$ cat src/rtl/program_loader.sv
// SAP-1 front-panel programming sequencer: turns switches plus a deposit button into a
// load-address / write / release sequence. Define LOADER_AUTOINC_EN for an auto-incrementing address.
module program_loader #(
  parameter int unsigned ADDR_W    = 4,
  parameter int unsigned DATA_W    = 8,
  parameter int unsigned WR_CYCLES = 2
) (
  input  logic              CLK,
  input  logic              CLR,
  input  logic              run_sw,
  input  logic [ADDR_W-1:0] addr_sw,
  input  logic [DATA_W-1:0] data_sw,
  input  logic              deposit,
  input  logic              set_addr,
  output logic              prog,
  output logic              nLm,
  output logic [ADDR_W-1:0] mar_in,
  output logic [DATA_W-1:0] ram_din,
  output logic              nwe,
  output logic              busy,
  output logic              wr_done
);

  localparam logic [2:0] StRun     = 3'd0;
  localparam logic [2:0] StPgmIdle = 3'd1;
  localparam logic [2:0] StLdAddr  = 3'd2;
  localparam logic [2:0] StWrite   = 3'd3;
  localparam logic [2:0] StDone    = 3'd4;

  localparam logic [3:0] WrLast = 4'(WR_CYCLES - 1);

  logic [2:0]        state_q, state_d;
  logic [3:0]        wr_cnt_q, wr_cnt_d;
  logic              deposit_q;
  logic              dep_edge;
  logic [ADDR_W-1:0] dep_addr;

  logic              prog_q, prog_d;
  logic              nlm_q, nlm_d;
  logic              nwe_q, nwe_d;
  logic              busy_q, busy_d;
  logic              wr_done_q, wr_done_d;
  logic [ADDR_W-1:0] mar_q, mar_d;
  logic [DATA_W-1:0] din_q, din_d;

  assign dep_edge = deposit & ~deposit_q;

`ifdef LOADER_AUTOINC_EN
  logic              set_addr_q;
  logic              set_edge;
  logic [ADDR_W-1:0] cur_addr_q, cur_addr_d;

  assign set_edge = set_addr & ~set_addr_q;
  assign dep_addr = cur_addr_q;

  // Deposits use the pre-load address if set_addr and deposit rise together.
  always_comb begin
    cur_addr_d = cur_addr_q;
    if (state_q == StPgmIdle && set_edge) begin
      cur_addr_d = addr_sw;
    end else if (state_q == StDone) begin
      cur_addr_d = cur_addr_q + 1'b1;
    end
  end

  always_ff @(posedge CLK) begin
    if (CLR) begin
      set_addr_q <= 1'b0;
      cur_addr_q <= '0;
    end else begin
      set_addr_q <= set_addr;
      cur_addr_q <= cur_addr_d;
    end
  end
`else
  logic unused_set_addr;
  assign unused_set_addr = set_addr;
  assign dep_addr        = addr_sw;
`endif

  always_comb begin
    state_d  = state_q;
    wr_cnt_d = wr_cnt_q;
    mar_d    = mar_q;
    din_d    = din_q;
    unique case (state_q)
      StRun: begin
        if (!run_sw) state_d = StPgmIdle;
      end
      StPgmIdle: begin
        if (run_sw) begin
          state_d = StRun;
        end else if (dep_edge) begin
          state_d = StLdAddr;
          mar_d   = dep_addr;
          din_d   = data_sw;
        end
      end
      StLdAddr: begin
        state_d  = StWrite;
        wr_cnt_d = '0;
      end
      StWrite: begin
        if (wr_cnt_q == WrLast) begin
          state_d = StDone;
        end else begin
          wr_cnt_d = wr_cnt_q + 4'd1;
        end
      end
      StDone: begin
        state_d = run_sw ? StRun : StPgmIdle;
      end
      default: begin
        state_d = StRun;
      end
    endcase
  end

  // Outputs are decoded from the next state so every strobe leaves a flop.
  always_comb begin
    prog_d    = (state_d == StRun);
    nlm_d     = (state_d != StLdAddr);
    nwe_d     = (state_d != StWrite);
    busy_d    = (state_d == StLdAddr) || (state_d == StWrite) || (state_d == StDone);
    wr_done_d = (state_d == StDone);
  end

  always_ff @(posedge CLK) begin
    if (CLR) begin
      state_q   <= StRun;
      wr_cnt_q  <= '0;
      deposit_q <= 1'b0;
      prog_q    <= 1'b1;
      nlm_q     <= 1'b1;
      nwe_q     <= 1'b1;
      busy_q    <= 1'b0;
      wr_done_q <= 1'b0;
      mar_q     <= '0;
      din_q     <= '0;
    end else begin
      state_q   <= state_d;
      wr_cnt_q  <= wr_cnt_d;
      deposit_q <= deposit;
      prog_q    <= prog_d;
      nlm_q     <= nlm_d;
      nwe_q     <= nwe_d;
      busy_q    <= busy_d;
      wr_done_q <= wr_done_d;
      mar_q     <= mar_d;
      din_q     <= din_d;
    end
  end

  assign prog    = prog_q;
  assign nLm     = nlm_q;
  assign nwe     = nwe_q;
  assign busy    = busy_q;
  assign wr_done = wr_done_q;
  assign mar_in  = mar_q;
  assign ram_din = din_q;

  // The MAR load and the RAM write must never overlap; prog stays low for a whole sequence.
  a_no_overlap: assert property (@(posedge CLK) disable iff (CLR) !(!nLm && !nwe));
  a_prog_low:   assert property (@(posedge CLK) disable iff (CLR) busy |-> !prog);

endmodule

$ cat config.mk
export PLATFORM = sky130hd
export DESIGN_NAME = program_loader
export DESIGN_NICKNAME = d
export VERILOG_FILES = /design/src/rtl/program_loader.sv
export SDC_FILE = /design/constraint.sdc
export NUM_CORES = 1
export LEC_CHECK = 0
export CORE_UTILIZATION = 45
export DETAILED_ROUTE_END_ITERATION = 10
export PLACE_DENSITY = 0.78
export SYNTH_ARGS = -nofsm -noshare
export SYNTH_HDL_FRONTEND = slang
export SYNTH_SLANG_ARGS = --single-unit
$ cat constraint.sdc
create_clock -name CLK -period 1.8 [get_ports CLK]
set_clock_uncertainty 0.15 [all_clocks]
set_input_delay 0.36 -clock CLK [delete_from_list [all_inputs] [get_ports CLK]]
set_output_delay 0.36 -clock CLK [all_outputs]
set_load 0.03 [all_outputs]
== After elaboration in Yosys (flattened, before gate mapping) ==
Index checks and enable logic that the tools add are counted.
Storage, ports and cells
  register bits: 25
  input port bits: 17
  output and inout bits: 17
  word-level logic and storage cells: 40
Operators by class
  add/subtract/negate cells: 1
  equal/unequal tests: 11
  mux-type cells: 8
  bitwise logic cells: 3
  reduce and logical (&&, ||, !) cells: 7
Operators by type and width (number)
  case mux 3 bit (5 select lines): 1
  == test 3 x 2 -> 1 bit (second input constant): 4
  2-to-1 mux 3 bit: 4
  case mux 4 bit (2 select lines): 1
  == test 3 bit (second input constant): 2
  logical NOT 3 bit: 2
  != test 3 x 2 -> 1 bit (second input constant): 2
  adder 4 x 1 -> 4 bit (second input constant): 1
  == test 4 x 1 -> 1 bit (second input constant): 1
  2-to-1 mux 4 bit: 1
  == test 3 x 1 -> 1 bit (second input constant): 1
  AND reduction 3 bit: 1
  logical OR 1 bit: 2
  != test 2 bit (second input constant): 1
  inverter 1 bit: 2
  AND reduction 2 bit: 1
  nonzero test 2 bit: 1
  bitwise AND 1 bit: 1
  2-to-1 mux 1 bit: 1

== Logic depth before layout (Yosys ltp) ==
  word-level depth: 8
  depth in mapped cells: 5

== Worst setup path before layout ==
Ideal clock, no wire load.
  path type: input to register
  start: in deposit
  end: reg mar_q[0] (netlist: mar_in[0])
  library setup time: 72 ps
  arrival time: 1135 ps
  slack: 443 ps
  cell stages on the path: 5
  path buffers: 2
  cell sequence: nor2b_1 > and4b_1 > buf_6 > buf_12 > mux2i_1
On the way
  word-level cells in the longest chain between the ends: 2
RTL lines
  from (decl): line 13  | input logic deposit,
  bitwise AND 1 bit: line 46  | assign dep_edge = deposit & ~deposit_q;
  AND reduction 3 bit (no source line)
  to (signal assigned): line 149  | mar_q <= mar_d;
  to (decl): line 43  | logic [ADDR_W-1:0] mar_q, mar_d;
No other way between the ends.
A chain may end at the register's enable or synchronous reset.

== Final worst setup path ==
  start: reg din_q[1] (netlist: ram_din[1])
  end: out ram_din[1]
RTL lines
  from (decl): line 44  | logic [DATA_W-1:0] din_q, din_d;
  from (signal assigned): line 150  | din_q <= din_d;
  to (decl): line 18  | output logic [DATA_W-1:0] ram_din,
No word-level cell between the ends.

==> run_results.csv <==
group,metric,value,unit
power,vdd_ir_drop_max,486,uV
timing,max_freq,627,MHz
worst_setup_path,cp_slowest_cell,"dlygate4sd2_1",
worst_setup_path,crit_family,"buffers and inverters",
timing,grt_setup_unrepaired,"no",
timing,hold_ws,0.329,ns
power,totalPowerFinal,0.930,mW
routing,drt_wl_total,2070,um
cts,cts_root_buf,"clkbuf_4",
run_status,status,"finished clean",
timing,fin_ws,0.205,ns
worst_setup_path,arrival,1.09,ns
floorplan,start_util,48.5,%
routing,post-route-drc-count,0,
routing,vias_per_cell,5.00,
floorplan,core,2230,um2
cts,postCtsHoldBufs,0,
timing,finalCritPeriodShare,88.6,%
yosys,postSynthCellCount,109,
cts,ctsLongestPathBuffers,2,
global_route,grt_pass1_vias,830,
yosys,seq_area_frac_synth,46.2,%
routing,drt_iter0_markers,6,
timing,relSlewSlack,72.1,%
power,p_per_area,646,nW/um2
cells_and_area,num_antenna_cells,0,
global_route,grt_max_degree,25,
routing,post_drt_wl_per_cell,12.2,um
yosys,synthesis.area,1080,um2
worst_setup_path,r2r_setup_slack,0.28,ns
cts,cts-buffers-inserted,3,
worst_setup_path,worst-path-max-fanout,2,
floorplan,die_y,51.1,um
floorplan,fp-row-count,17,
yosys,syn_nets,128,
worst_setup_path,start_kind,"flip-flop",
placed_design,place_congestion,0.755,
timing,fin_tns_setup,0,ns
worst_setup_path,slowest_delay,0.41,ns
worst_setup_path,path_cells,"dlygate4sd2_1",
global_route,antenna_found_initial,0,
floorplan,die_width,51.1,um
timing,tightest_slew,0.412,ns
cells_and_area,syn_to_final_growth,32.9,%
job,drv_cap,0,
yosys,synth.yosys.warnings,0,
worst_setup_path,worstPathRequired,1.29,ns
placed_design,hpwl,1530,um
timing,hold_viol_final,0,
global_route,grt_pass1_wl,3510,um
routing,vias,850,
timing,slew_viol_final,0,
global_route,overflow,0,
global_route,grt.total_usage,18.0,%
yosys,syn_area_per_cell,9.94,um2
timing,finalSetupViolCount,0,
yosys,synth_cell_types,25,
cts,clkLatencyLatePin,0.31,ns
timing,finalCriticalPeriod,1.60,ns
cells_and_area,nNetsFinal,162,
routing,postRouteAntennaNets,0,
cts,clkTransAtPathRegs,0.13,ns
yosys,ys_ff_latch,25,
worst_setup_path,path_buf_inv,1,
worst_setup_path,criticalPathCategory,"reg2out",
cts,clock-sinks,25,
placed_design,io_buffers,32,
floorplan,die_area,2610,um2
power,p_leak,0.576,nW
hold_path,hp-class,"reg2reg",
cts,cts_tree,"done",
floorplan,ios,34,
cells_and_area,layout-drive-gt1-share,6.34,%
cts,htreeDepth,1,
routing,drtPass1Iterations,4,
placed_design,place_ws,-0.0746,ns
cells_and_area,utilization,64.5,%
worst_setup_path,cp-end-kind,"primary output",
==> routing by layer <==
metal | wire length [um] | track usage, %
met3 | 113 | 2.98
met5 | 0 | 0
met1 | 984 | 21.8
met4 | 17 | 8.33
met2 | 956 | 30.7
==> through the flow <==
| stage | area, um2 | cells |
|---|---|---|
| finish | 1440 | 170 |
| floorplan | 1080 | 109 |
| detailed placement | 1430 | 166 |
| global placement | 1430 | 166 |
| CTS | 1440 | 170 |
| global route | 1440 | 170 |
==> worst register-to-register path: cells and delay by family (launching register included) <==
kind | cells | cell delay, ns
AND/OR/NAND/NOR | 2 | 0.62
flip-flops | 1 | 0.40
adder cells (fa/ha/maj) | 1 | 0.19
AO/OA/AOI/OAI | 1 | 0.07
==> placed cells by master (no fill, tap or decap), types with 3 or more instances in the layout <==
cell type / instances
nor2b_1: 3
nor3_1: 3
clkbuf_4: 3
buf_4: 4
dlygate4sd2_1: 17
dfxtp_1: 25
nand2_1: 4
clkdlybuf4s50_1: 15
mux2i_1: 12
nand2b_1: 26
o21ai_0: 3
nand4b_1: 4
a21oi_1: 7
==> flip-flops by register name (all words and copies together) (netlist names) <==
register   cells
busy           1
deposit_q      1
mar_in         4
nLm            1
nwe            1
prog           1
ram_din        8
state_q        3
wr_cnt_q       4
wr_done        1
==> cells in the mapped netlist <==
library cell  number  area share [%]
inv_1              2            0.69
o41ai_1            1            0.81
a2bb2oi_1          1            0.81
or3_1              1            0.58
a21oi_1            7             3.2
buf_2              1            0.46
buf_6              1             1.0
o21a_1             1            0.69
nand4b_1           4             3.2
ha_1               2             2.3
nor3_1             3             1.4
nor4bb_1           1            0.92
nor2_1             1            0.35
nor2b_1            3             1.7
nand4bb_1          1             1.0
and3_1             1            0.58
mux2i_1           12              11
a31oi_1            1            0.58
nand2_1            4             1.4
dfxtp_1           25              46
o21ai_0            3             1.4
buf_12             1             1.8
nand2b_1          26              15
and4b_1            1            0.92
clkbuf_1           5             1.7
==> worst paths after layout <==
path / startpoint / end / cells past startpoint
worst max register to register: wr_cnt_q[0]$_SDFFE_PP0P_ / state_q[0]$_SDFF_PP0_ / 4
worst max-delay path: ram_din[1]$_SDFFE_PP0P_ / ram_din[1] / 1
worst min register to register: ram_din[3]$_SDFFE_PP0P_ / ram_din[3]$_SDFFE_PP0P_ / 2
worst min-delay path: ram_din[3]$_SDFFE_PP0P_ / ram_din[3]$_SDFFE_PP0P_ / 2
==> where the power goes <==
group | switching (mW) | leakage [nW] | internal (mW)
Combinational | 0.0524 | 0.356 | 0.0669
Clock | 0.152 | 0.0177 | 0.0828
Sequential | 0.0102 | 0.203 | 0.566
Total | 0.215 | 0.576 | 0.715
==> kinds of logic after synthesis <==
kind of cell / synth area share, %
AOI/OAI and AO/OA: 7.51
DFF: 46.2
muxes: 11.1
and+or+nand+nor: 27.1
buffers and inverters: 5.77
adders and majority gates: 2.31
==> area by class of cell <==
class | instances | area, um2
multi-input cells | 74 | 520
clock inverters | 1 | 5.00
flip-flops and latches | 25 | 500
repair buffers | 37 | 349
clock buffers | 3 | 22.5
well taps | 28 | 35.0
fillers | 202 | 793
inverters | 2 | 7.51
==> repair_timing <==
action / CTS / global route
gates resized for setup: 17 / 0
buffers inserted: 0 / 0
setup endpoints to repair: 17 / 0
Note: power is estimated with default switching activity, not from simulation.
